## config.mk

```make
export PLATFORM = sky130hd
export DESIGN_NAME = driver_teclado_lectura
export DESIGN_NICKNAME = d
export VERILOG_FILES = /design/src/rtl/driver_teclado_lectura.sv
export SDC_FILE = /design/constraint.sdc
export NUM_CORES = 1
export LEC_CHECK = 0
export BUFFER_PORTS_ARGS = -buffer_cell sky130_fd_sc_hd__buf_2
export CORE_MARGIN = 10
export CORE_UTILIZATION = 58
export DETAILED_ROUTE_END_ITERATION = 16
export PLACE_DENSITY = 0.76
export SLEW_MARGIN = 5
export SYNTH_ARGS = -nofsm -noshare
export SYNTH_HDL_FRONTEND = slang
export SYNTH_SLANG_ARGS = --single-unit
export TNS_END_PERCENT = 30
```

## constraint.sdc

```tcl
create_clock -name clk_50 -period 3.15 [get_ports clk_50]
set_input_delay 0.4725 -clock clk_50 [delete_from_list [all_inputs] [get_ports clk_50]]
set_output_delay 0.4725 -clock clk_50 [all_outputs]
set_load 0.01 [all_outputs]
```

## src/rtl/driver_teclado_lectura.sv

```systemverilog
// -----------------------------------------------------------------------------
// driver_teclado_lectura
//
// Column reader and key decoder for a 4x4 passive membrane keypad.
// Drives the active-low row lines from the scan counter's row index, samples
// the active-low column lines, debounces press and release, and reports a
// 4-bit key code (row*4 + column) with a one-cycle valid strobe. While a key
// is held, hab_out is dropped so the scan counter freezes on the pressed row.
//
// Optional feature (macro TECLADO_REPEAT_EN):
//   defined   - auto-repeat: tecla_valida re-pulses every REPEAT_CYCLES
//               cycles while the key stays in PRESSED.
//   undefined - exactly one strobe per debounced press.
//
// Parameters:
//   DEB_CYCLES     debounce length in clk_50 cycles (2 .. 2^20-1)
//   REPEAT_CYCLES  auto-repeat period in clk_50 cycles (repeat build only)
//
// Ports:
//   clk_50            in   system clock, rising edge
//   rst_n             in   synchronous active-low reset
//   index_in[1:0]     in   row index from scan counter (asynchronous)
//   col_in[3:0]       in   keypad columns, active-low (asynchronous)
//   fila_out[3:0]     out  row drive, active-low one-hot, registered
//   hab_out           out  scan enable: 1 = sweep, 0 = freeze
//   tecla_out[3:0]    out  key code, held until the next valid key
//   tecla_valida      out  one-cycle strobe when tecla_out is (re)issued
//   tecla_presionada  out  high from debounced press to debounced release
// -----------------------------------------------------------------------------
//
// state         | meaning
// --------------+--------------------------------------------------------------
// S_IDLE        | no key; scan sweeping, waiting for any column to go low
// S_DEB_PRESS   | candidate key captured; must stay low on the same row
// S_PRESSED     | key accepted and reported; waiting for its column to rise
// S_DEB_RELEASE | column high; must stay high for the debounce time
// -----------------------------------------------------------------------------

module driver_teclado_lectura #(
  parameter int DEB_CYCLES    = 500000,
  parameter int REPEAT_CYCLES = 25000000
) (
  input  logic       clk_50,
  input  logic       rst_n,
  input  logic [1:0] index_in,
  input  logic [3:0] col_in,
  output logic [3:0] fila_out,
  output logic       hab_out,
  output logic [3:0] tecla_out,
  output logic       tecla_valida,
  output logic       tecla_presionada
);

  typedef enum logic [1:0] {
    S_IDLE        = 2'd0,
    S_DEB_PRESS   = 2'd1,
    S_PRESSED     = 2'd2,
    S_DEB_RELEASE = 2'd3
  } state_t;

  localparam logic [19:0] DEB_LAST = 20'(DEB_CYCLES - 1);

  // Elaboration-time guard on parameter ranges.
  if (DEB_CYCLES < 2 || DEB_CYCLES > 1048575) begin : g_bad_deb
    $error("driver_teclado_lectura: DEB_CYCLES out of range");
  end
  if (REPEAT_CYCLES < 2 || REPEAT_CYCLES > 33554431) begin : g_bad_rep
    $error("driver_teclado_lectura: REPEAT_CYCLES out of range");
  end

  // Synchronizers
  logic [1:0] r_idx_m;
  logic [1:0] r_idx_s;
  logic [3:0] r_col_m;
  logic [3:0] r_col_s;

  // Core state
  state_t     r_state;
  state_t     w_state_next;
  logic [19:0] r_cnt;
  logic [1:0] r_fila_c;
  logic [1:0] r_col_c;

  // Output registers
  logic [3:0] r_fila;
  logic [3:0] r_tecla;
  logic       r_valida;
  logic       r_pres;

  // Combinational decode
  logic       w_any_low;
  logic [1:0] w_col_win;
  logic       w_col_hit;
  logic       w_row_same;
  logic       w_cnt_last;
  logic       w_hab;
  logic       w_capture;
  logic       w_cnt_inc;
  logic       w_press_done;
  logic       w_release_done;
  logic       w_rep_fire;

  // Lowest-numbered low column wins.
  always_comb begin
    w_any_low = ~&r_col_s;
    w_col_win = 2'd0;
    if (!r_col_s[0]) begin
      w_col_win = 2'd0;
    end else if (!r_col_s[1]) begin
      w_col_win = 2'd1;
    end else if (!r_col_s[2]) begin
      w_col_win = 2'd2;
    end else if (!r_col_s[3]) begin
      w_col_win = 2'd3;
    end
  end

  // Only the captured column is tracked after capture, which is what makes
  // other keys on the same row invisible (no rollover).
  assign w_col_hit  = ~r_col_s[r_col_c];
  assign w_row_same = (r_idx_s == r_fila_c);
  assign w_cnt_last = (r_cnt == DEB_LAST);

  // Next-state and control
  always_comb begin
    w_state_next   = r_state;
    w_hab          = 1'b0;
    w_capture      = 1'b0;
    w_cnt_inc      = 1'b0;
    w_press_done   = 1'b0;
    w_release_done = 1'b0;

    case (r_state)
      S_IDLE: begin
        w_hab = 1'b1;
        if (w_any_low) begin
          w_capture    = 1'b1;
          w_state_next = S_DEB_PRESS;
        end
      end

      S_DEB_PRESS: begin
        // A row change means the scan counter moved before the freeze took
        // effect; drop the candidate and catch it on the next sweep.
        if (!w_col_hit || !w_row_same) begin
          w_state_next = S_IDLE;
        end else if (w_cnt_last) begin
          w_press_done = 1'b1;
          w_state_next = S_PRESSED;
        end else begin
          w_cnt_inc = 1'b1;
        end
      end

      S_PRESSED: begin
        if (!w_col_hit) begin
          w_state_next = S_DEB_RELEASE;
        end
      end

      S_DEB_RELEASE: begin
        if (w_col_hit) begin
          w_state_next = S_PRESSED;
        end else if (w_cnt_last) begin
          w_release_done = 1'b1;
          w_state_next   = S_IDLE;
        end else begin
          w_cnt_inc = 1'b1;
        end
      end

      default: begin
        w_state_next = S_IDLE;
      end
    endcase
  end

  // Sequential core
  always_ff @(posedge clk_50) begin
    if (!rst_n) begin
      r_idx_m  <= 2'b00;
      r_idx_s  <= 2'b00;
      r_col_m  <= 4'b1111;
      r_col_s  <= 4'b1111;
      r_state  <= S_IDLE;
      r_cnt    <= 20'd0;
      r_fila_c <= 2'd0;
      r_col_c  <= 2'd0;
      r_fila   <= 4'b1111;
      r_tecla  <= 4'h0;
      r_valida <= 1'b0;
      r_pres   <= 1'b0;
    end else begin
      r_idx_m <= index_in;
      r_idx_s <= r_idx_m;
      r_col_m <= col_in;
      r_col_s <= r_col_m;

      r_fila  <= ~(4'b0001 << r_idx_s);

      r_state <= w_state_next;

      // Counter is cleared on every state change, so it never wraps.
      if (w_state_next != r_state) begin
        r_cnt <= 20'd0;
      end else if (w_cnt_inc) begin
        r_cnt <= r_cnt + 20'd1;
      end

      if (w_capture) begin
        r_fila_c <= r_idx_s;
        r_col_c  <= w_col_win;
      end

      r_valida <= w_press_done | w_rep_fire;

      if (w_press_done) begin
        r_tecla <= {r_fila_c, r_col_c};
      end

      if (w_press_done) begin
        r_pres <= 1'b1;
      end else if (w_release_done) begin
        r_pres <= 1'b0;
      end
    end
  end

`ifdef TECLADO_REPEAT_EN
  localparam logic [24:0] REP_LAST = 25'(REPEAT_CYCLES - 1);

  logic [24:0] r_rep;

  // Cleared only on entry from DEB_PRESS; a bounce back from DEB_RELEASE
  // keeps the running period so the repeat cadence is not disturbed.
  assign w_rep_fire = (r_state == S_PRESSED) && (r_rep == REP_LAST);

  always_ff @(posedge clk_50) begin
    if (!rst_n) begin
      r_rep <= 25'd0;
    end else if (w_press_done) begin
      r_rep <= 25'd0;
    end else if (r_state == S_PRESSED) begin
      if (w_rep_fire) begin
        r_rep <= 25'd0;
      end else begin
        r_rep <= r_rep + 25'd1;
      end
    end
  end
`else
  assign w_rep_fire = 1'b0;
`endif

  assign fila_out         = r_fila;
  assign hab_out          = w_hab;
  assign tecla_out        = r_tecla;
  assign tecla_valida     = r_valida;
  assign tecla_presionada = r_pres;

endmodule

```

==> results.md <==
* Status: complete, no violations
* Crit path time final at 2.466 ns
* Kind of critical path: flip-flop to flip-flop
* Setup TNS at 0 ns
* Gp weighted congestion at ~0.86
* Core region area at about 3400 µm²
* CTS tree: done
* Row count at 21
* Layout Cell Area excl Fill at between 2000 and 2500 µm²
* Worst-Skew Late Latency at between 0.3 and 0.4 ns
* Dpl ws at roughly 0.73 ns
* Pins Over Slew Limit at 0
* Starting density of the core at 61.72%
* Critical path peak fanout at 16
* Seq/Total Area, Yosys at between 40% and 50%
* Synth Area per Inst at around 9.5 µm²
* RSZ-0062 raised after global routing: false
* Root Buffer: clkbuf_4
* Post-synth EDFFs at 0
* Worst r2r path cells at 5
* Slew headroom at between 30% and 40%
* Critical path, cell by cell: mux4_2, or4_4, a221oi_4, and3_1, a221o_1
* Max Cap Viol at 0
* Port bufs at 18
* Layout cells sized above 1 at a little under a fifth
* Startpoint Class: flip-flop
* Dominant synthesized flop cell: dfxtp_1
* Multiplexer share of the synthesized area at under 10%
* Synthesis-stage register bit count at 48
* First-pass GRT wire length at approximately 6800 µm
* Cells after Synth at between 200 and 250
* Synth cell types at 43
* Cts bufs inserted at 5
* Top cells by area, synth: dfxtp_1, xnor2_1, nor2_1
* Hold Crit Class: primary input to flip-flop
* Post-CTS Resized at 0
* Hold buffer count at CTS at 0
* Cell area after synthesis at 2108 µm²
* Vias per cell at roughly 5.7
* Final setup vio count at 0
* Worst Path Required at 3.47 ns
* Power per cell area at about 470 nW/µm²
* Routed len/inst at 13.96 µm
* Slowest cell on the critical path: or4_4
* Post-route ant nets at 0
* Least-Margin Pin Slew at between 0.9 and 1 ns
* Placed Area at between 2000 and 2500 µm²
* Simple-gate share of the synthesized area at 24.57%
* IO Pins at 19
* Synthesized Nets at 231
* Synth warn at 0
* Antenna violations before repair at 0
* Drt pass-1 iters at 4
* Leak pwr at roughly 0.85 nW
* CP endpoint kind: flip-flop
* Clock transition at path regs at between 0.1 and 0.15 ns
* Fin nets at between 200 and 250
* Layout overhead on the synthesized area at 8.309%
* Worst R2R End: r_cnt[8]$_SDFFE_PP0P_
* N_diodes at 0
* Number of global-route vias before repair at around 1600
* Die H at around 80 µm
* Final HPWL DP at 2851 µm
* Global route overflow at 0
* Largest net degree at the start of global routing at 21
* Delay of the slowest critical-path stage at 0.71 ns
* Synth area leader: dfxtp_1
* Via Count at between 1500 and 2000
* Synth top area share at between 40 and 50%
* Ys async rst share at 0%
* FMAX at around 400 MHz
* Hold Crit Endpoint: r_col_m[3]$_SDFF_PN1_
* Post-Synth Adder-Cell Area at less than 1%
* # H-tree levels at 2
* Max IR drop VDD at ~0.38 mV
* Critical path's top delay family: simple AND/OR/NAND/NOR gates
* Min Hold Slack at 0.2770 ns
* Compound-gate portion of the synthesized area at roughly 15%
* Tot GR Track Use at about an eighth
* Max Buffers Root-to-Sink at 2
* Clk sinks at 48
* Starting DRT DRC Count at 81
* Routed wire length at 3951 µm
* Remaining DRCs at 0
* Setup Buffers After CTS at 0
* Final hold vios at 0
* Skew final at about 0.0057 ns
* Total die area at around 6400 µm²
* Reg2Reg Setup Slack at between 0.6 and 0.7 ns
* Final WS setup at just under 0.7 ns
* Count leader, synth: dfxtp_1
* CP arrival at 2.78 ns
* Commonest cells post-synth: dfxtp_1, nor2_1, nand2_1
* Xor/xnor share of the synthesized area at slightly above 6%
* Die Width at about 80 µm
* Worst hold start: col_in[3]
* Worst Path Buf+Inv at 0
* Reg2reg start: r_col_c[0]$_SDFFE_PN0P_
* Largest family of logic cells by synthesized area: simple AND/OR/NAND/NOR gates
* Hold Path Cell Cnt at 2
* Crit share post-route at 78.27%
[sequential cells by signal (all words and copies together) (netlist names)]
register,flops
r_idx_m,2
tecla_valida,1
r_col_s,4
r_state,2
r_col_m,4
tecla_out,4
tecla_presionada,1
r_col_c,2
r_fila_c,2
fila_out,4
r_idx_s,2
r_cnt,20
[worst reg2reg max path, stage by stage, from the launching register on]
cell      delay [ns]
dfxtp_1         0.39
mux4_2          0.58
or4_4           0.72
a221oi_4        0.43
and3_1          0.21
a221o_1         0.09
[placed cells by master (no fill, tap or decap), types with 4 or more instances in the layout]
cell type	count
nor2_1	21
mux2i_1	6
o21ai_0	5
and2_1	5
and4_1	4
a211oi_2	5
nand2_1	20
nand2b_1	9
xnor2_1	12
dfxtp_1	48
and3_1	5
a21oi_1	11
buf_2	18
nor3_1	4
clkbuf_4	5
nand3_1	11
nand4_1	5
[cell families (layout without fill, tap and decap cells)]
family,Yosys count,count (layout)
simple gates,98,98
flops,48,48
compound gates,37,37
buf+inv,16,31
xor+xnor,15,15
mux,7,7
fa+ha+maj,1,1
[how the worst max path moves through the flow]
stage	start	slack [ns]	endpoint	cells after the start
2_1_floorplan	r_col_c[0]$_SDFFE_PN0P_	0.89	r_cnt[8]$_SDFFE_PP0P_	6
3_3_place_gp	r_col_c[0]$_SDFFE_PN0P_	0.78	r_cnt[8]$_SDFFE_PP0P_	5
3_5_place_dp	r_col_c[0]$_SDFFE_PN0P_	0.73	r_cnt[18]$_SDFFE_PP0P_	5
4_1_cts	r_col_c[0]$_SDFFE_PN0P_	0.69	r_cnt[14]$_SDFFE_PP0P_	5
5_1_grt	r_col_c[0]$_SDFFE_PN0P_	0.56	r_cnt[10]$_SDFFE_PP0P_	5
6_report	r_col_c[0]$_SDFFE_PN0P_	0.68	r_cnt[8]$_SDFFE_PP0P_	5
[routing by layer]
| layer | global-route usage, % | vias to the layer above | routed length (µm) |
|---|---|---|---|
| li1 | - | 809 | - |
| met1 | 15.37 | 761 | 1794 |
| met2 | 20.95 | 38 | 1884 |
| met3 | 3.898 | 9 | 202 |
| met4 | 5.458 | 0 | 70 |
| met5 | 0 | - | 0 |
[area by class of cell]
type                            instances  area [µm²]
Clock buffer                            5       37.54
Clock inverter                          3       46.29
Fill cell                             287        1132
Inverter                                4       15.01
Multi-Input combinational cell        158        1069
Sequential cell                        48       960.9
Tap cell                               46       57.56
Timing Repair Buffer                   19       97.59
[where the power goes]
| group | switching [W] | internal (W) |
|---|---|---|
| sequential | 0.0000100 | 0.000621 |
| combinational | 0.0000405 | 0.0000246 |
| clock | 0.000201 | 0.000170 |
| total | 0.000252 | 0.000815 |
[through the flow]
step | power, W | utilization [%] | instances
floorplan | 0.0006922 | - | 222
global placement | 0.0007050 | 64.40 | 275
detailed placement | 0.0007084 | 64.40 | 275
CTS | 0.001075 | 66.85 | 283
global route | 0.001109 | 66.85 | 283
finish | 0.001067 | 66.85 | 283
Power figures use the tool's default switching activity.
